$ cat src/rtl/mac_accumulator.sv
// Accumulates LEN unsigned products into a saturating dot-product sum and
// presents the result with a valid/ready handshake and a sticky overflow flag.
module mac_accumulator #(
   parameter int PROD_W = 4,
   parameter int ACC_W  = 12,
   parameter int LEN    = 8,
   parameter int CNT_W  = 8
) (
   input  logic              clk,
   input  logic              rst,
   input  logic              ena,
   input  logic              clear,
   input  logic [PROD_W-1:0] prod_in,
   input  logic              prod_valid,
   output logic              in_ready,
   output logic [ACC_W-1:0]  acc_out,
   output logic              acc_valid,
   input  logic              out_ready,
   output logic [CNT_W-1:0]  prod_cnt,
   output logic              overflow
);

   typedef enum logic {ACCUM = 1'b0, HOLD = 1'b1} state_t;

   localparam logic [ACC_W-1:0] ACC_MAX  = {ACC_W{1'b1}};
   localparam logic [CNT_W-1:0] LAST_CNT = CNT_W'(LEN - 1);

   state_t           state_reg, state_next;
   logic [ACC_W-1:0] acc_reg;
   logic [CNT_W-1:0] cnt_reg;
   logic             ovf_reg;
   logic [ACC_W:0]   sum_wide;
   logic             accept;
   logic             take;

   // One extra bit of headroom makes the carry out the saturation detect.
   assign sum_wide = {1'b0, acc_reg} + (ACC_W+1)'(prod_in);
   assign accept   = ena && !clear && (state_reg == ACCUM) && prod_valid;
   assign take     = ena && !clear && (state_reg == HOLD) && out_ready;

   always_ff @(posedge clk) begin
      if (rst) begin
         state_reg <= ACCUM;
      end else begin
         state_reg <= state_next;
      end
   end

   always_comb begin
      state_next = state_reg;
      if (ena && clear) begin
         state_next = ACCUM;
      end else if (accept && (cnt_reg == LAST_CNT)) begin
         state_next = HOLD;
      end else if (take) begin
         state_next = ACCUM;
      end
   end

   always_comb begin
      in_ready  = (state_reg == ACCUM);
      acc_valid = (state_reg == HOLD);
   end

   always_ff @(posedge clk) begin
      if (rst) begin
         acc_reg <= '0;
         cnt_reg <= '0;
         ovf_reg <= 1'b0;
      end else if (ena) begin
         if (clear || take) begin
            acc_reg <= '0;
            cnt_reg <= '0;
            ovf_reg <= 1'b0;
         end else if (accept) begin
            cnt_reg <= cnt_reg + 1'b1;
            if (sum_wide[ACC_W]) begin
               acc_reg <= ACC_MAX;
               ovf_reg <= 1'b1;
            end else begin
               acc_reg <= sum_wide[ACC_W-1:0];
            end
         end
      end
   end

   assign acc_out  = acc_reg;
   assign prod_cnt = cnt_reg;
   assign overflow = ovf_reg;

endmodule

$ cat config.mk
export PLATFORM = sky130hd
export DESIGN_NAME = mac_accumulator
export DESIGN_NICKNAME = d
export VERILOG_FILES = /design/src/rtl/mac_accumulator.sv
export SDC_FILE = /design/constraint.sdc
export NUM_CORES = 1
export LEC_CHECK = 0
export ABC_AREA = 1
export ABC_CLOCK_PERIOD_IN_PS = 4070
export CORE_MARGIN = 10
export CORE_UTILIZATION = 40
export DETAILED_ROUTE_END_ITERATION = 16
export PLACE_DENSITY = 0.71
export SYNTH_ARGS = -nofsm -noshare
export SYNTH_HDL_FRONTEND = slang
export SYNTH_SLANG_ARGS = --single-unit
$ cat constraint.sdc
create_clock -name clk -period 4.07 [get_ports clk]
set_input_delay 0.6105 -clock clk [delete_from_list [all_inputs] [get_ports clk]]
set_output_delay 0.6105 -clock clk [all_outputs]
set_load 0.005 [all_outputs]
==> results of run 1 <==
[placed cells by master, fill, tap and decap left out]
cell and count:
nand2_4 1, nor3_1 6, nor2_4 1, nor2_2 2, clkdlybuf4s50_1 32, nand3_2 1, nand2_1 50, inv_2 1
or2_1 1, xor2_1 4, a21oi_1 26, nand2_2 5, o21a_1 1, ha_1 5, bufinv_16 1, inv_1 19
clkbuf_4 3, o21ai_0 13, a21oi_2 1, nand3_1 16, fa_1 1, nor2_1 15, o21bai_1 1, nand4_1 3
and3_2 1, dfxtp_1 22, or2_2 1, nand3b_1 1
[cells by family after synthesis]
logic type,synth area share
adders and majority gates,0.0608
AOI/OAI and AO/OA,0.161
buffers and inverters,0.0773
and+or+nand+nor,0.351
DFF,0.324
xor gates and xnor gates,0.0258
[worst paths after layout]
path              start         end  slack, ns
max          prod_in[0]  acc_out[9]       1.89
min            overflow    overflow       0.50
max reg2reg  acc_out[0]  acc_out[9]       2.25
min reg2reg    overflow    overflow       0.50
[cells in the mapped netlist]
| library cell | number |
|---|---|
| a21oi_1 | 26 |
| a21oi_2 | 1 |
| and3_2 | 1 |
| buf_4 | 2 |
| buf_6 | 1 |
| clkbuf_1 | 1 |
| dfxtp_1 | 22 |
| fa_1 | 1 |
| ha_1 | 5 |
| inv_1 | 19 |
| inv_2 | 1 |
| nand2_1 | 50 |
| nand2_2 | 5 |
| nand2_4 | 1 |
| nand3_1 | 16 |
| nand3_2 | 1 |
| nand3b_1 | 1 |
| nand4_1 | 3 |
| nor2_1 | 15 |
| nor2_2 | 2 |
| nor2_4 | 1 |
| nor3_1 | 6 |
| o21a_1 | 1 |
| o21ai_0 | 13 |
| o21bai_1 | 1 |
| or2_1 | 1 |
| or2_2 | 1 |
| xor2_1 | 4 |
[power breakdown]
group | switching (mW) | internal [mW]
clock | 0.0724 | 0.0997
sequential | 0.00213 | 0.217
combinational | 0.0260 | 0.0200
[flip-flops by register name, summed over array words and instances (netlist names)]
name,count
acc_out,12
acc_valid,1
overflow,1
prod_cnt,8
[layout make-up]
class	instances	area, um2
Clock buffer	3	22.5
Fill cell	331	1550
Clock inverter	1	30.0
Sequential cell	22	440
Timing Repair Buffer	32	320
Inverter	20	75.1
Tap cell	46	57.6
Multi-Input combinational cell	156	813
[per-layer routing]
metal,vias to the layer above,global-route usage,share of wire
met2,33,0.175,0.45
met3,5,0.0205,0.054
li1,728,-,-
met4,0,0.0538,0.019
met5,-,0,0
met1,602,0.140,0.47
[critical path, cell delays in order]
cell             delay (ns)
clkdlybuf4s50_1        0.41
ha_1                   0.25
fa_1                   0.42
nand3_1                0.11
nand2_2                0.09
nand2_2                0.12
nor2_4                 0.07
inv_2                  0.08
nand3_1                0.07
nand2_1                0.07
a21oi_1                0.07
==> results.json, run 1 <==
{
  "dp_hpwl_um": 2540,
  "synth_top_area_share": 0.324,
  "wl_um": 3400,
  "dieArea_mm2": 0.00613,
  "rsz0062_at_grt": "false",
  "clk_path_buf_depth": 2,
  "grt_pass1_vias": 1280,
  "cts_hold_buffers": 0,
  "area_growth_pct": 29.5,
  "dr.pass1.iters": 4,
  "numCtsBuffers": 3,
  "drt-initial-drc-count": 97,
  "setup_ws_ns": 1.89,
  "drtAntennaViolNets": 0,
  "drv_cap": 0,
  "ctsRootBufferMaster": "clkbuf_4",
  "report.final.slew_viol_count": 0,
  "ios": 33,
  "hold_ws_ns": 0.499,
  "antenna_cells": 0,
  "synth_cell_type_count": 28,
  "ys_seq_elements": 22,
  "initial_utilization": 0.410,
  "syn_nets": 218,
  "crit_arrival_ns": 2.38,
  "drcViolationCount": 0,
  "via_per_inst": 4.89,
  "globalRoute.totalOverflow": 0,
  "postCtsSetupBuffers": 0,
  "synth_area_leaders": "dfxtp_1, nand2_1, a21oi_1",
  "cp_max_fo": 9,
  "place.gp.congestion": 0.865,
  "grt_max_degree": 16,
  "fin_util": 0.531,
  "clock_latency_ns": 0.32,
  "cts.sinks": 22,
  "syn-cell-area_mm2": 0.00136,
  "grt_pass1_wl_um": 5710,
  "cts_resized": 0,
  "drive_gt1_frac": 0.0769,
  "synth_area_per_cell_um2": 6.73,
  "grt_antenna_before_repair": 0,
  "power_density_mw_per_mm2": 249,
  "core-area_mm2": 0.00331,
  "clkTransAtPathRegs_ns": 0.13,
  "die_h_um": 78.3,
  "worst_slew_pin_slew_ns": 0.587,
  "track_usage": 0.110,
  "fin_crit_sh": 0.536,
  "cp-end-kind": "flip-flop",
  "place_inst": 276,
  "power.leakage_nw": 0.666,
  "worstSetupStartpointType": "input port",
  "yosysTopAreaCell": "dfxtp_1",
  "fp.dieW_um": 78.3,
  "vdd_drop_max_uv": 118,
  "finalHoldViolCount": 0,
  "hold_path.class": "flip-flop to flip-flop",
  "instances_no_fill": 280,
  "rows": 21,
  "cp.required_ns": 4.27,
  "finClkSkew_ns": 0.00192,
  "cts_tree": "yes",
  "timing.slew.headroom": 0.607,
  "dp_slack_ns": 1.54,
  "finalSetupViolCount": 0,
  "yosysWarnings": 0,
  "criticalPathCategory": "input port to flip-flop",
  "place_area_mm2": 0.00171,
  "fin_tns_setup_ns": 0,
  "fin_crit_ns": 2.18,
  "status": "complete, no violations",
  "wl_per_cell_um": 12.1,
  "power_mw": 0.438,
  "synth_cells": 202,
  "reg2reg_depth": 10,
  "finalNetCount": 251,
  "holdPathStages": 2,
  "dr_total_vias": 1368,
  "htree_num_levels": 1,
  "io_buffers": 32,
  "synth.yosys.seq_area_share": 0.324,
  "final_cell_area_mm2": 0.00176,
  "fmax_mhz": 458
}
No activity file was read; power rests on OpenSTA's default activity.
==> run 2, diff against run 1 <==
Settings changed: ABC_CLOCK_PERIOD_IN_PS 4070 to 2130.
Clock period 4.07 ns to 2.13 ns, I/O delays scaled along.
==> run 2 against run 1 <==
Effect of this change: critical path depth down 2; critical endpoint is now acc_out[7]; clock skew rose by 0.0041 ns; clock power is 95% higher.
==> results.json, run 2 (synthesized netlist as in run 1, its figures left out) <==
{
  "status": "complete, no violations",
  "cp-end-kind": "flip-flop",
  "fin_crit_ns": 1.79,
  "fin_tns_setup_ns": 0,
  "worstHoldStart": "acc_out[3]",
  "ios": 33,
  "dr_total_vias": 1442,
  "area_growth_pct": 33.9,
  "postCtsSetupBuffers": 0,
  "core-area_mm2": 0.00331,
  "largest_reg_flops": 12,
  "wl_um": 3550,
  "cp-startpoint": "prod_in[0]",
  "setup_ws_ns": 0.335,
  "antenna_cells": 0,
  "vdd_drop_max_uv": 329,
  "crit_path_top_delay_cell": "clkdlybuf4s50_1",
  "cts_tree": "yes",
  "cts_resized": 0,
  "dr.pass1.iters": 4,
  "cts.sinks": 22,
  "timing.rr.start": "acc_out[0]",
  "min_to": "acc_out[3]",
  "instances_no_fill": 288,
  "layout_common_cells": "nand2_1, clkdlybuf4s50_1, a21oi_1",
  "hold_path.class": "flip-flop to flip-flop",
  "report.final.slew_viol_count": 0,
  "grt_pass1_vias": 1369,
  "register_area_um2": 440,
  "drive_gt1_frac": 0.107,
  "globalRoute.totalOverflow": 0,
  "multi_input_area_um2": 813,
  "dieArea_mm2": 0.00613,
  "rows": 21,
  "grt_pass1_wl_um": 6140,
  "power_density_mw_per_mm2": 470,
  "criticalPathCategory": "input port to flip-flop",
  "finalNetCount": 259,
  "fmax_mhz": 557,
  "reg2reg_depth": 8,
  "via_per_inst": 5.01,
  "die_h_um": 78.3,
  "timing.slew.headroom": 0.723,
  "r2r_slack_ns": 0.40,
  "fp.dieW_um": 78.3,
  "cp_max_fo": 9,
  "initial_utilization": 0.410,
  "place.gp.congestion": 0.935,
  "fin_crit_sh": 0.843,
  "worstSetupStartpointType": "input port",
  "cp.required_ns": 2.36,
  "wl_per_cell_um": 12.3,
  "clk_path_buf_depth": 2,
  "cp_cell_sequence": "clkdlybuf4s50_1, ha_1, fa_1, nand3_1, nand2_2, nand2_2, nor2_4, o21ai_0, a21oi_1",
  "grt_antenna_before_repair": 0,
  "power.leakage_nw": 0.707,
  "track_usage": 0.118,
  "fillers": 352,
  "clock_latency_ns": 0.32,
  "io_buffers": 32,
  "mostFrequentLayoutCell": "nand2_1",
  "place_inst": 284,
  "holdPathStages": 2,
  "slowest_delay_ns": 0.40,
  "drtAntennaViolNets": 0,
  "rsz0062_at_grt": "false",
  "finalSetupViolCount": 0,
  "clkTransAtPathRegs_ns": 0.14,
  "cts_hold_buffers": 0,
  "drv_cap": 0,
  "grt_max_degree": 15,
  "drcViolationCount": 0,
  "numCtsBuffers": 3,
  "crit_arrival_ns": 2.02,
  "finClkSkew_ns": 0.00599,
  "cp_common_cell": "nand2_2",
  "timing.rr.end": "acc_out[7]",
  "ctsRootBufferMaster": "clkbuf_4",
  "dp_slack_ns": -0.0226,
  "finalHoldViolCount": 0,
  "htree_num_levels": 1,
  "worst_slew_pin_slew_ns": 0.416,
  "drt-initial-drc-count": 126,
  "dp_hpwl_um": 2750
}
run 2: stage by stage:
stage | hold WS (ns) | utilization | cell area (um2) | power (mW)
finish | 0.498 | 0.550 | 1820 | 0.854
CTS | 0.500 | 0.550 | 1820 | 0.864
floorplan | 0.389 | - | 1360 | 0.481
detailed placement | 0.464 | 0.534 | 1770 | 0.527
global route | 0.525 | 0.550 | 1820 | 0.891
global placement | 0.467 | 0.534 | 1770 | 0.527
run 2: final cells by class:
cell class,instances,area share
clock buffer,3,0.0124
clock inverter,1,0.0165
inverter,20,0.0413
multi-input combinational,156,0.447
sequential,22,0.242
tap,46,0.0316
timing repair buffer,40,0.209
run 2: worst max-delay path by stage:
stage / end
after floorplan: acc_out[9]
after CTS: acc_out[4]
after global placement: acc_out[11]
after detailed placement: acc_out[4]
after global routing: acc_out[9]
final: acc_out[7]
run 2: worst max-delay path, delay by kind of cell:
kind	cells	cell delay, ns
and+or+nand+nor	4	0.40
adders and majority gates	2	0.62
buffers and inverters	1	0.40
AOI/OAI and AO/OA	2	0.28
run 2: routing by layer:
metal / track usage / up-vias / wire length (um)
met5: 0 / - / 0
met4: 0.0573 / 0 / 53
met3: 0.0319 / 4 / 264
met2: 0.183 / 41 / 1600
met1: 0.148 / 651 / 1630
li1: - / 746 / -
run 2: where the power goes:
group	internal [mW]	total [mW]	leakage (nW)	switching, mW
clock	0.190	0.336	0.0279	0.146
sequential	0.415	0.419	0.178	0.00401
combinational	0.0471	0.0984	0.502	0.0513
total	0.653	0.854	0.707	0.201
==> run 3, diff against run 2 <==
Settings changed: ABC_CLOCK_PERIOD_IN_PS 2130 to 1500, PLACE_DENSITY 0.71 to 0.73.
Clock period 2.13 ns to 1.5 ns, I/O delays scaled along.
==> run 3 against run 2 <==
Effect of this change: the flow now finishes with violations (negative setup slack); non-clock buffer count rose by 14; clock skew fell by 0.0029 ns; utilization rose by 7.7 points; register-to-register slack got worse by 0.46 ns; combinational power rose by 96%; sequential share of layout area fell by 1.6 points; cell area rose by 14%; die area did not move; global-route usage rose by 0.67 points; via count rose by 6.2%; count of clock-buffer cells in the layout rose by 1; setup slack got worse by 0.39 ns; largest power group unchanged.
==> results.json, run 3 (synthesized netlist as in run 1, its figures left out) <==
{
  "status": "finished with violations",
  "violations": "negative setup slack",
  "mostFrequentLayoutCell": "nand2_1",
  "antenna_cells": 0,
  "cts.sinks": 22,
  "hold_path.class": "input port to flip-flop",
  "cp-end-kind": "flip-flop",
  "fin_crit_ns": 1.56,
  "track_usage": 0.125,
  "power_density_mw_per_mm2": 542,
  "cts_tree": "yes",
  "htree_num_levels": 1,
  "ios": 33,
  "clock_latency_ns": 0.31,
  "core-area_mm2": 0.00331,
  "grt_antenna_before_repair": 0,
  "place.gp.congestion": 0.907,
  "criticalPathCategory": "flip-flop to flip-flop",
  "drive_gt1_frac": 0.322,
  "grt_max_degree": 15,
  "finClkSkew_ns": 0.00307,
  "grt_pass1_wl_um": 6540,
  "numCtsBuffers": 3,
  "clkTransAtPathRegs_ns": 0.13,
  "dieArea_mm2": 0.00613,
  "report.final.slew_viol_count": 0,
  "wl_per_cell_um": 13.4,
  "dp_slack_ns": -0.477,
  "ctsRootBufferMaster": "clkbuf_4",
  "cp_max_fo": 4,
  "initial_utilization": 0.410,
  "vdd_drop_max_uv": 443,
  "fin_crit_sh": 1.04,
  "grt_pass1_vias": 1456,
  "drcViolationCount": 0,
  "io_buffers": 32,
  "power_mw": 1.12,
  "cp.required_ns": 1.71,
  "area_growth_pct": 52.6,
  "dr_total_vias": 1531,
  "fp.dieW_um": 78.3,
  "worst_slew_pin_slew_ns": 0.307,
  "rows": 21,
  "via_per_inst": 5.04,
  "die_h_um": 78.3,
  "clk_path_buf_depth": 2,
  "final_cell_area_mm2": 0.00207,
  "layout_common_cells": "nand2_1, clkdlybuf4s50_1, a21oi_1, buf_4, dfxtp_2",
  "worstSetupStartpointType": "flip-flop",
  "wl_um": 4060,
  "finalSetupViolCount": 9,
  "place_area_mm2": 0.00188,
  "timing.slew.headroom": 0.795,
  "crit_arrival_ns": 1.77,
  "drt-initial-drc-count": 125,
  "dr.pass1.iters": 4,
  "largest_reg_flops": 12,
  "drtAntennaViolNets": 0,
  "globalRoute.totalOverflow": 0,
  "setup_ws_ns": -0.0584,
  "power.leakage_nw": 0.840,
  "drv_cap": 0,
  "finalNetCount": 275,
  "rsz0062_at_grt": "true",
  "dp_hpwl_um": 2800,
  "finalHoldViolCount": 0,
  "fmax_mhz": 642
}
[run 3: changes by cell type in the layout (fill, tap and decap cells not counted), moves of 5 or more]
cell	before	now
o21ai_0	13	2
dfxtp_1	22	2
nand3_1	16	9
dfxtp_2	0	19
o21ai_1	0	10
dlygate4sd2_1	0	5
nand3_2	1	8
clkdlybuf4s50_1	32	25
buf_4	8	22
[run 3: final cells by class]
class | instances | area [um2]
Sequential cell | 22 | 468
Fill cell | 320 | 1240
Tap cell | 46 | 57.6
Inverter | 20 | 78.8
Multi-Input combinational cell | 157 | 941
Clock buffer | 4 | 36.3
Timing Repair Buffer | 54 | 484
Timing Repair inverter | 1 | 7.51
[run 3: what timing repair did]
item | in CTS | in global routing
hold buffers | 0 | 0
pin swaps | 14 | 9
gates resized for setup | 34 | 26
endpoints found under the setup margin | 25 | 31
gates cloned | 1 | 1
buffers inserted | 1 | 2
[run 3: power by group]
part	internal (mW)	switching (mW)	total, mW
logic	0.0954	0.0971	0.193
clock network	0.148	0.189	0.337
registers	0.588	0.00631	0.595
[run 3: routing by layer]
metal / share of wire / up-vias / GRT usage
met2: 0.47 / 40 / 0.204
met4: 0.010 / 0 / 0.0358
met1: 0.46 / 703 / 0.151
met5: 0 / - / 0
met3: 0.066 / 6 / 0.0433
li1: - / 782 / -
[run 3: path summary, 6_finish.rpt]
path / start / cells past startpoint / slack (ns) / to
setup / recovery: acc_out[0] / 9 / -0.06 / acc_out[6]
hold / removal: ena / 4 / 0.31 / acc_valid
setup reg to reg: acc_out[0] / 9 / -0.06 / acc_out[6]
hold reg to reg: prod_cnt[0] / 1 / 0.48 / prod_cnt[0]
[run 3: critical path, stage by stage, from the launching register on]
cell     delay, ns
dfxtp_2       0.36
ha_4          0.16
fa_2          0.34
nand3_2       0.09
nand2_4       0.07
nand2_1       0.12
or2_1         0.13
nand3_2       0.07
nand2_2       0.07
a21oi_2       0.04
[run 3: stage by stage]
step	std cells	hold WS, ns	util	TNS (ns)
3_5_place_dp	295	0.495	0.568	-7.50
4_1_cts	301	0.487	0.599	-0.186
5_1_grt	304	0.298	0.626	-1.13
6_report	304	0.306	0.626	-0.273
3_3_place_gp	295	0.480	0.568	-7.18
2_1_floorplan	202	0.287	-	-0.250
